[config.mk]
export PLATFORM = sky130hd
export DESIGN_NAME = serial_subtractor
export DESIGN_NICKNAME = d
export VERILOG_FILES = /design/src/rtl/serial_subtractor.sv
export SDC_FILE = /design/constraint.sdc
export NUM_CORES = 1
export LEC_CHECK = 0
export ABC_AREA = 1
export CORE_AREA = 4 4 68 70
export DETAILED_ROUTE_END_ITERATION = 12
export DIE_AREA = 0 0 72 74
export PLACE_DENSITY_LB_ADDON = 0.12
export SYNTH_ARGS = -nofsm -noshare
export SYNTH_HDL_FRONTEND = slang
export SYNTH_SLANG_ARGS = --single-unit
[constraint.sdc]
create_clock -name clk -period 2.3 [get_ports clk]
set_input_delay 0.23 -clock clk [delete_from_list [all_inputs] [get_ports clk]]
set_output_delay 0.23 -clock clk [all_outputs]
set_load 0.1 [all_outputs]
[src/rtl/serial_subtractor.sv]
// -----------------------------------------------------------------------------
// serial_subtractor
//
// Bit-serial WIDTH-bit subtractor. Computes a - b one bit per clock, LSB first,
// with a single full-subtractor cell and a registered borrow. An operation is
// accepted from IDLE, takes WIDTH RUN cycles and then signals done for one
// cycle. Result and flags are held until the next operation completes.
//
// Ports:
//   clk       in   system clock, rising edge
//   rst_n     in   asynchronous active-low reset
//   start     in   request; only sampled in IDLE
//   a, b      in   minuend / subtrahend, captured on the accepting edge
//   busy      out  high while bits are being processed (RUN)
//   done      out  one-cycle pulse, results valid
//   diff      out  a - b modulo 2^WIDTH
//   borrow    out  unsigned borrow-out (a < b)
//   overflow  out  signed two's-complement overflow
//   zero      out  diff == 0
// -----------------------------------------------------------------------------
module serial_subtractor #(
  parameter int WIDTH = 8
) (
  input  logic             clk,
  input  logic             rst_n,
  input  logic             start,
  input  logic [WIDTH-1:0] a,
  input  logic [WIDTH-1:0] b,
  output logic             busy,
  output logic             done,
  output logic [WIDTH-1:0] diff,
  output logic             borrow,
  output logic             overflow,
  output logic             zero
);

  localparam int CW = (WIDTH > 1) ? $clog2(WIDTH) : 1;
  localparam logic [CW-1:0] LAST_BIT = CW'(WIDTH - 1);

  typedef enum logic [1:0] {
    S_IDLE = 2'd0,
    S_RUN  = 2'd1,
    S_DONE = 2'd2
  } state_t;

  state_t           state_q,    state_d;
  logic [WIDTH-1:0] op_a_q,     op_a_d;
  logic [WIDTH-1:0] op_b_q,     op_b_d;
  logic [WIDTH-1:0] res_q,      res_d;
  logic [CW-1:0]    cnt_q,      cnt_d;
  logic             br_q,       br_d;
  logic             a_msb_q,    a_msb_d;
  logic             b_msb_q,    b_msb_d;
  logic [WIDTH-1:0] diff_q,     diff_d;
  logic             borrow_q,   borrow_d;
  logic             overflow_q, overflow_d;
  logic             zero_q,     zero_d;

  // Full-subtractor cell operating on the current LSBs and the borrow flop.
  logic ai, bi, d_bit, br_next;
  assign ai      = op_a_q[0];
  assign bi      = op_b_q[0];
  assign d_bit   = ai ^ bi ^ br_q;
  assign br_next = (~ai & bi) | (~(ai ^ bi) & br_q);

  always_comb begin
    // NOTE: every signal gets a hold default first so no path through the
    // case statement leaves it unassigned; otherwise a latch is inferred.
    state_d    = state_q;
    op_a_d     = op_a_q;
    op_b_d     = op_b_q;
    res_d      = res_q;
    cnt_d      = cnt_q;
    br_d       = br_q;
    a_msb_d    = a_msb_q;
    b_msb_d    = b_msb_q;
    diff_d     = diff_q;
    borrow_d   = borrow_q;
    overflow_d = overflow_q;
    zero_d     = zero_q;

    unique case (state_q)
      S_IDLE: begin
        if (start) begin
          op_a_d  = a;
          op_b_d  = b;
          // Original sign bits are kept because the operand registers shift.
          a_msb_d = a[WIDTH-1];
          b_msb_d = b[WIDTH-1];
          res_d   = '0;
          br_d    = 1'b0;
          cnt_d   = '0;
          state_d = S_RUN;
        end
      end

      S_RUN: begin
        op_a_d = op_a_q >> 1;
        op_b_d = op_b_q >> 1;
        // Result fills from the MSB end so bit 0 lands in place after WIDTH shifts.
        res_d  = {d_bit, res_q[WIDTH-1:1]};
        br_d   = br_next;
        cnt_d  = cnt_q + 1'b1;
        if (cnt_q == LAST_BIT) begin
          cnt_d      = '0;
          state_d    = S_DONE;
          diff_d     = res_d;
          borrow_d   = br_next;
          // d_bit is the MSB of the finished difference on this edge.
          overflow_d = (a_msb_q != b_msb_q) && (d_bit != a_msb_q);
          zero_d     = (res_d == '0);
        end
      end

      S_DONE: begin
        state_d = S_IDLE;
      end

      default: begin
        state_d = S_IDLE;
      end
    endcase
  end

  // NOTE: sequential state uses non-blocking assignments so every flop
  // samples the pre-edge value of the others, independent of statement order.
  always_ff @(posedge clk or negedge rst_n) begin
    if (!rst_n) begin
      state_q    <= S_IDLE;
      op_a_q     <= '0;
      op_b_q     <= '0;
      res_q      <= '0;
      cnt_q      <= '0;
      br_q       <= 1'b0;
      a_msb_q    <= 1'b0;
      b_msb_q    <= 1'b0;
      diff_q     <= '0;
      borrow_q   <= 1'b0;
      overflow_q <= 1'b0;
      zero_q     <= 1'b0;
    end else begin
      state_q    <= state_d;
      op_a_q     <= op_a_d;
      op_b_q     <= op_b_d;
      res_q      <= res_d;
      cnt_q      <= cnt_d;
      br_q       <= br_d;
      a_msb_q    <= a_msb_d;
      b_msb_q    <= b_msb_d;
      diff_q     <= diff_d;
      borrow_q   <= borrow_d;
      overflow_q <= overflow_d;
      zero_q     <= zero_d;
    end
  end

  // Handshake outputs decode directly from the state register.
  assign busy     = (state_q == S_RUN);
  assign done     = (state_q == S_DONE);
  assign diff     = diff_q;
  assign borrow   = borrow_q;
  assign overflow = overflow_q;
  assign zero     = zero_q;

endmodule

==> run_results.csv, run 1 <==
group,metric,value,unit
routing,antenna_left,0,
routing,dr.pass1.iters,4,
yosys,synth_cell_type_count,19,
yosys,synthSimpleGateAreaFrac,24.1,%
global_routing,grt_util_all_layers,15.5,%
yosys,yosys-top-cells-area,"dfrtp_1 (53%), nand2_1 (12%), nand3_1 (8.1%), inv_1 (7.4%), o21ai_2 (3.1%)",
yosys,syn-instance-count,229,
cells_and_area,stdcell_area,2400,µm²
floorplanning,die-area,5330,µm²
placed_design,globalplace.congestion,0.801,
clock_network,cts_buffer_depth,2,
clock_network,htreeDepth,2,
yosys,ys.flop_type,"dfrtp_1",
power_and_ir_drop,p_total,4.03,mW
clock_network,postCtsResizedCells,0,
floorplanning,dieHeight,74,µm
yosys,synth_commonest_cells,"nand2_1 (65), dfrtp_1 (42), inv_1 (39), nand3_1 (32), o22ai_1 (9)",
clock_network,insertion_delay,0.29,ns
sta,finalCriticalPeriod,1.80,ns
yosys,yosysTopAreaCell,"dfrtp_1",
global_routing,grt_start_max_net_pins,43,
sta,rsz0062_at_grt,"no",
setup_path,r2r_start,"state_q[1]$_DFFE_PN0P_",
global_routing,antenna_found_initial,0,
yosys,syn_area,1980,µm²
yosys,muxShareOfSynthArea,0,%
setup_path,cp.arrival,1.57,ns
sta,worstMarginPinSlew,0.919,ns
sta,finalSetupTns,0,ns
cells_and_area,post-route-util,60.5,%
global_routing,grt_pass1_vias,1450,
hold_path,hp-class,"in2async",
yosys,yosys_register_bits,42,
setup_path,worstPathMaxFanout,23,
routing,drc,0,
power_and_ir_drop,vdd_drop_max,0.000576,V
clock_network,cts.sinks,42,
yosys,synth_edf_count,0,
sta,hold_viol_final,0,
sta,relSlewSlack,38.7,%
cells_and_area,drive_gt1_share,14.2,%
yosys,synth_fa_ha_area_share,3.28,%
setup_path,cp-end-kind,"output pin",
sta,fin_worst_skew,0.00432,ns
power_and_ir_drop,power.density,1680,nW/µm²
cells_and_area,fillers,336,
yosys,syn_avg_cell_area,8.65,µm²
floorplanning,core-area,3970,µm²
clock_network,post_cts_buffers,0,
yosys,synth_top_area_share,53.1,%
power_and_ir_drop,leakage,1.27,nW
power_and_ir_drop,p_comb_share,51.3,%
cells_and_area,diodes,0,
cells_and_area,regArea,1050,µm²
routing,via_per_inst,4.85,
yosys,async_flop_share,100,%
floorplanning,io_pins,32,
routing,wire_per_inst,11.8,µm
sta,setup_viol,0,
placed_design,port_buffers,31,
power_and_ir_drop,p_clk_share,17.3,%
setup_path,reg2regPathDepth,6,
yosys,synthesis.yosys.warnings,0,
setup_path,start_kind,"register",
floorplanning,rows,23,
yosys,synth_most_common_cell,"nand2_1",
sta,maxSlewViolCount,0,
yosys,synth_compound_area_share,7.71,%
cells_and_area,multi_input_area,696,µm²
yosys,synth-xor-area-share,0,%
floorplanning,die_x,72,µm
cells_and_area,synthToLayoutAreaGrowth,21.4,%
job,cap_violations,0,
power_and_ir_drop,seq_power_share,31.4,%
yosys,ys_seq_area_share,53.1,%
sta,fin_hold_ws,0.0672,ns
routing,route.vias.total,1508,
clock_network,ctsHoldBuffers,0,
setup_path,critPathKind,"reg2out",
cells_and_area,finalNetCount,283,
placed_design,place_area,2270,µm²
yosys,synth_nets,252,
clock_network,cts_tree,"done",
routing,drt-initial-drc-count,97,
sta,timing.final.crit_share,78.4,%
clock_network,root_buffer,"clkbuf_8",
global_routing,grt.overflow.total,0,
power_and_ir_drop,p_switching,1.94,mW
sta,fmax,555,MHz
power_and_ir_drop,p_sw_share,48.0,%
global_routing,grt_pass1_wl,6440,µm
clock_network,cts_buffers,5,
yosys,synth_top_family_by_area,"simple AND/OR/NAND/NOR gates",
placed_design,dp_hpwl,2520,µm
power_and_ir_drop,p_int,2.10,mW
run_status,outcome,"finished clean",
floorplanning,initial_utilization,49.9,%
setup_path,rrSetupSlack,0.74,ns
setup_path,required,2.07,ns
setup_path,reg2reg_to,"diff[0]$_DFFE_PN0P_",
routing,routed_wl,3670,µm
clock_network,clkTransAtPathRegs,0.08,ns
[metrics by stage]
| stage | cells | setup slack [ns] |
|---|---|---|
| after floorplan | 229 | 0.388 |
| after global placement | 303 | 0.626 |
| after detailed placement | 303 | 0.556 |
| after CTS | 311 | 0.486 |
| after global routing | 311 | 0.392 |
| final | 311 | 0.497 |
[cell type report]
type | instances | area share, %
inverters | 41 | 6.51
clock buffers | 5 | 2.86
multi-input cells | 137 | 28.9
flip-flops and latches | 42 | 43.7
repair buffers | 33 | 12.5
clock inverters | 3 | 2.86
well taps | 50 | 2.60
[critical path, stage by stage, from the launching register on]
cell and delay (ns):
dfrtp_1 0.38, inv_2 0.10, nand2_2 0.28, inv_4 0.31, buf_12 0.21
[cells in the final DEF (no fill, tap or decap), types with 2 or more instances in the layout]
cell             Yosys  final
nor2_1               7      7
o22ai_1              9      9
nand4_1              2      2
o21ai_2              7      7
buf_4                3     14
nand2_2              2      2
ha_1                 2      2
inv_1               39     39
dfrtp_1             42     42
bufinv_16            0      2
nand2_1             65     65
clkbuf_8             0      5
o21ai_0              7      7
clkdlybuf4s50_1      0     17
nand3_1             32     32
fa_1                 2      2
[sequential cells by signal (all words and copies together) (netlist names), 2 cells and up]
signal   flops
diff         8
op_a_q       8
op_b_q       8
res_q        7
cnt_q        3
state_q      2
[power by group through the flow]
stage	registers (mW)	clock network [mW]	logic (mW)
2_1_floorplan	1.88	0	1.08
3_3_place_gp	1.27	0	2.06
3_5_place_dp	1.28	0	2.10
4_1_cts	1.27	0.710	2.10
5_1_grt	1.32	0.747	2.27
6_report	1.27	0.698	2.07
[cell families (layout without fill, tap and decap cells)]
logic type,after synthesis,count (layout)
and+or+nand+nor,110,110
adders and majority gates,4,4
buffers and inverters,50,82
DFF,42,42
AOI/OAI and AO/OA,23,23
[metal layers]
layer / track usage (%) / up-vias / wire length [µm]
met2: 25.2 / 30 / 1670
met1: 19.9 / 699 / 1740
met3: 4.19 / 6 / 180
met5: 0 / - / 0
met4: 6.26 / 0 / 65
li1: - / 773 / -
[worst max path at each step]
| stage | start | to | slack (ns) | depth (start not counted) |
|---|---|---|---|---|
| floorplan | state_q[0]$_DFFE_PN0P_ | done | 0.39 | 1 |
| global placement | start | op_a_q[7]$_DFFE_PN0P_ | 0.63 | 5 |
| detailed placement | start | op_b_q[6]$_DFFE_PN0P_ | 0.56 | 6 |
| finish | state_q[1]$_DFFE_PN0P_ | busy | 0.50 | 4 |
| CTS | state_q[1]$_DFFE_PN0P_ | busy | 0.49 | 4 |
| global route | state_q[1]$_DFFE_PN0P_ | busy | 0.39 | 4 |
Power figures use the tool's default switching activity.
==> run 2, diff against run 1 <==
clock period = 1.9 ns   (was 2.3 ns; I/O delays follow)
==> run 2 against run 1 <==
  * Core utilization rose by 0.50 points
  * Register-to-register slack got worse by 0.27 ns
  * Cell count rose by 0.96%
  * Setup slack got worse by 0.22 ns
  * Non-clock buffer count rose by 4
  * Sequential share of layout area fell by 0.36 points
  * Via count rose by 2.1%
  * Die area did not move
  * Routed wire length fell by 1.1%
  * Flip-flop and latch count did not move
  * Cell area rose by 0.83%
  * Critical endpoint unchanged
  * Largest cell class unchanged
  * Largest power group unchanged
==> run_results.csv, run 2 (same netlist as run 1, synthesis figures left out) <==
group,metric,value,unit
run_status,outcome,"finished clean",
sta,hold_viol_final,0,
floorplanning,die-area,5330,µm²
sta,finalSetupTns,0,ns
setup_path,reg2reg_to,"zero$_DFFE_PN0P_",
sta,worstMarginPinSlew,0.522,ns
global_routing,grt_pass1_wl,6580,µm
cells_and_area,drive_gt1_share,14.8,%
cells_and_area,synthToLayoutAreaGrowth,22.4,%
cells_and_area,diodes,0,
setup_path,critPathCapture,"busy",
placed_design,globalplace.congestion,0.809,
floorplanning,dieHeight,74,µm
clock_network,post_cts_buffers,0,
routing,antenna_left,0,
clock_network,cts_buffer_depth,2,
sta,timing.final.crit_share,85.4,%
cells_and_area,final_cell_mix,"nand2_1 (65), dfrtp_1 (42), inv_1 (39)",
clock_network,cts_buffers,5,
routing,route.vias.total,1540,
cells_and_area,final_cell_count_no_fill,314,
clock_network,root_buffer,"clkbuf_8",
setup_path,rrSetupSlack,0.47,ns
setup_path,required,1.71,ns
sta,finalCriticalPeriod,1.62,ns
clock_network,cts_tree,"done",
global_routing,grt_start_max_net_pins,43,
setup_path,worstPathMaxFanout,19,
routing,dr.pass1.iters,4,
floorplanning,io_pins,32,
setup_path,start_kind,"register",
routing,drt-initial-drc-count,57,
job,cap_violations,0,
sta,fin_worst_skew,0.00504,ns
clock_network,clkTransAtPathRegs,0.07,ns
clock_network,htreeDepth,2,
floorplanning,initial_utilization,49.9,%
power_and_ir_drop,vdd_drop_max,0.000616,V
routing,wire_per_inst,11.5,µm
sta,fin_ws,0.277,ns
floorplanning,rows,23,
setup_path,critPathLaunch,"state_q[1]$_DFFE_PN0P_",
sta,fin_hold_ws,0.474,ns
sta,rsz0062_at_grt,"no",
clock_network,insertion_delay,0.29,ns
setup_path,reg2regPathDepth,7,
placed_design,pre_cts_ws,0.394,ns
global_routing,antenna_found_initial,0,
setup_path,critPathKind,"reg2out",
clock_network,cts.sinks,42,
sta,maxSlewViolCount,0,
hold_path,hp-class,"reg2reg",
cells_and_area,fillers,357,
placed_design,port_buffers,31,
global_routing,grt_pass1_vias,1474,
cells_and_area,final_common_cell,"nand2_1",
global_routing,grt.overflow.total,0,
routing,drc,0,
routing,routed_wl,3620,µm
sta,setup_viol,0,
setup_path,cp-end-kind,"output pin",
setup_path,r2r_start,"op_b_q[0]$_DFFE_PN0P_",
placed_design,dp_hpwl,2460,µm
floorplanning,core-area,3970,µm²
global_routing,grt_util_all_layers,15.8,%
floorplanning,die_x,72,µm
power_and_ir_drop,leakage,1.28,nW
routing,via_per_inst,4.90,
placed_design,place_inst,306,
cells_and_area,finalNetCount,287,
sta,fmax,616,MHz
sta,relSlewSlack,65.2,%
power_and_ir_drop,power.density,1970,nW/µm²
setup_path,cp.arrival,1.43,ns
-- run 2: stage by stage --
step / power [mW] / area (µm²) / util, %
after global placement: 4.06 / 2300 / 57.9
after global routing: 5.17 / 2420 / 61.0
after CTS: 4.83 / 2420 / 61.0
after floorplan: 3.58 / 1980 / -
final: 4.77 / 2420 / 61.0
after detailed placement: 4.09 / 2300 / 57.9
-- run 2: timing repair --
item                                    CTS  global route
hold buffers                              1             0
hold endpoints to repair                 42             0
gates resized for setup                   0             0
endpoints found under the setup margin    0             0
-- run 2: cell type report --
cell class,instances,area (µm²),share of cell area [%]
clock inverters,1,30.0,1.24
well taps,50,62.6,2.58
flip-flops and latches,42,1050,43.4
clock buffers,6,82.6,3.41
repair buffers,37,345,14.2
inverters,41,156,6.45
multi-input cells,137,696,28.7
-- run 2: routing by layer --
layer  up-vias  global-route usage [%]  wire length [µm]
li1        785                       -                 -
met1       720                    20.9              1700
met2        29                    25.6              1710
met3         6                    3.11               167
met4         0                    6.47                50
met5         -                       0                 0
-- run 2: report_power, final --
| part | leakage, nW | internal (mW) | switching, mW |
|---|---|---|---|
| Sequential | 0.523 | 1.31 | 0.230 |
| Combinational | 0.697 | 0.732 | 1.80 |
| Clock | 0.0573 | 0.420 | 0.285 |
| Total | 1.28 | 2.46 | 2.31 |
-- run 2: worst max-delay path, stage by stage (launching register included) --
cell,delay [ns]
dfrtp_1,0.38
inv_2,0.10
nand2_2,0.19
inv_4,0.25
buf_12,0.21
-- run 2: worst min-delay path by stage --
stage | from | to | slack, ns | cells after the start
floorplan | rst_n | a_msb_q$_DFFE_PN0P_ | -0.11 | 0
global placement | rst_n | diff[7]$_DFFE_PN0P_ | 0.29 | 2
detailed placement | rst_n | diff[7]$_DFFE_PN0P_ | 0.29 | 2
CTS | diff[7]$_DFFE_PN0P_ | diff[7]$_DFFE_PN0P_ | 0.48 | 2
global route | b[7] | b_msb_q$_DFFE_PN0P_ | 0.51 | 3
finish | diff[7]$_DFFE_PN0P_ | diff[7]$_DFFE_PN0P_ | 0.47 | 2
==> run 3, diff against run 2 <==
ABC_CLOCK_PERIOD_IN_PS = 1900   (was not set)
==> results of run 3 <==
Same layout as run 2: the final DEF is identical, and so are final timing and power.
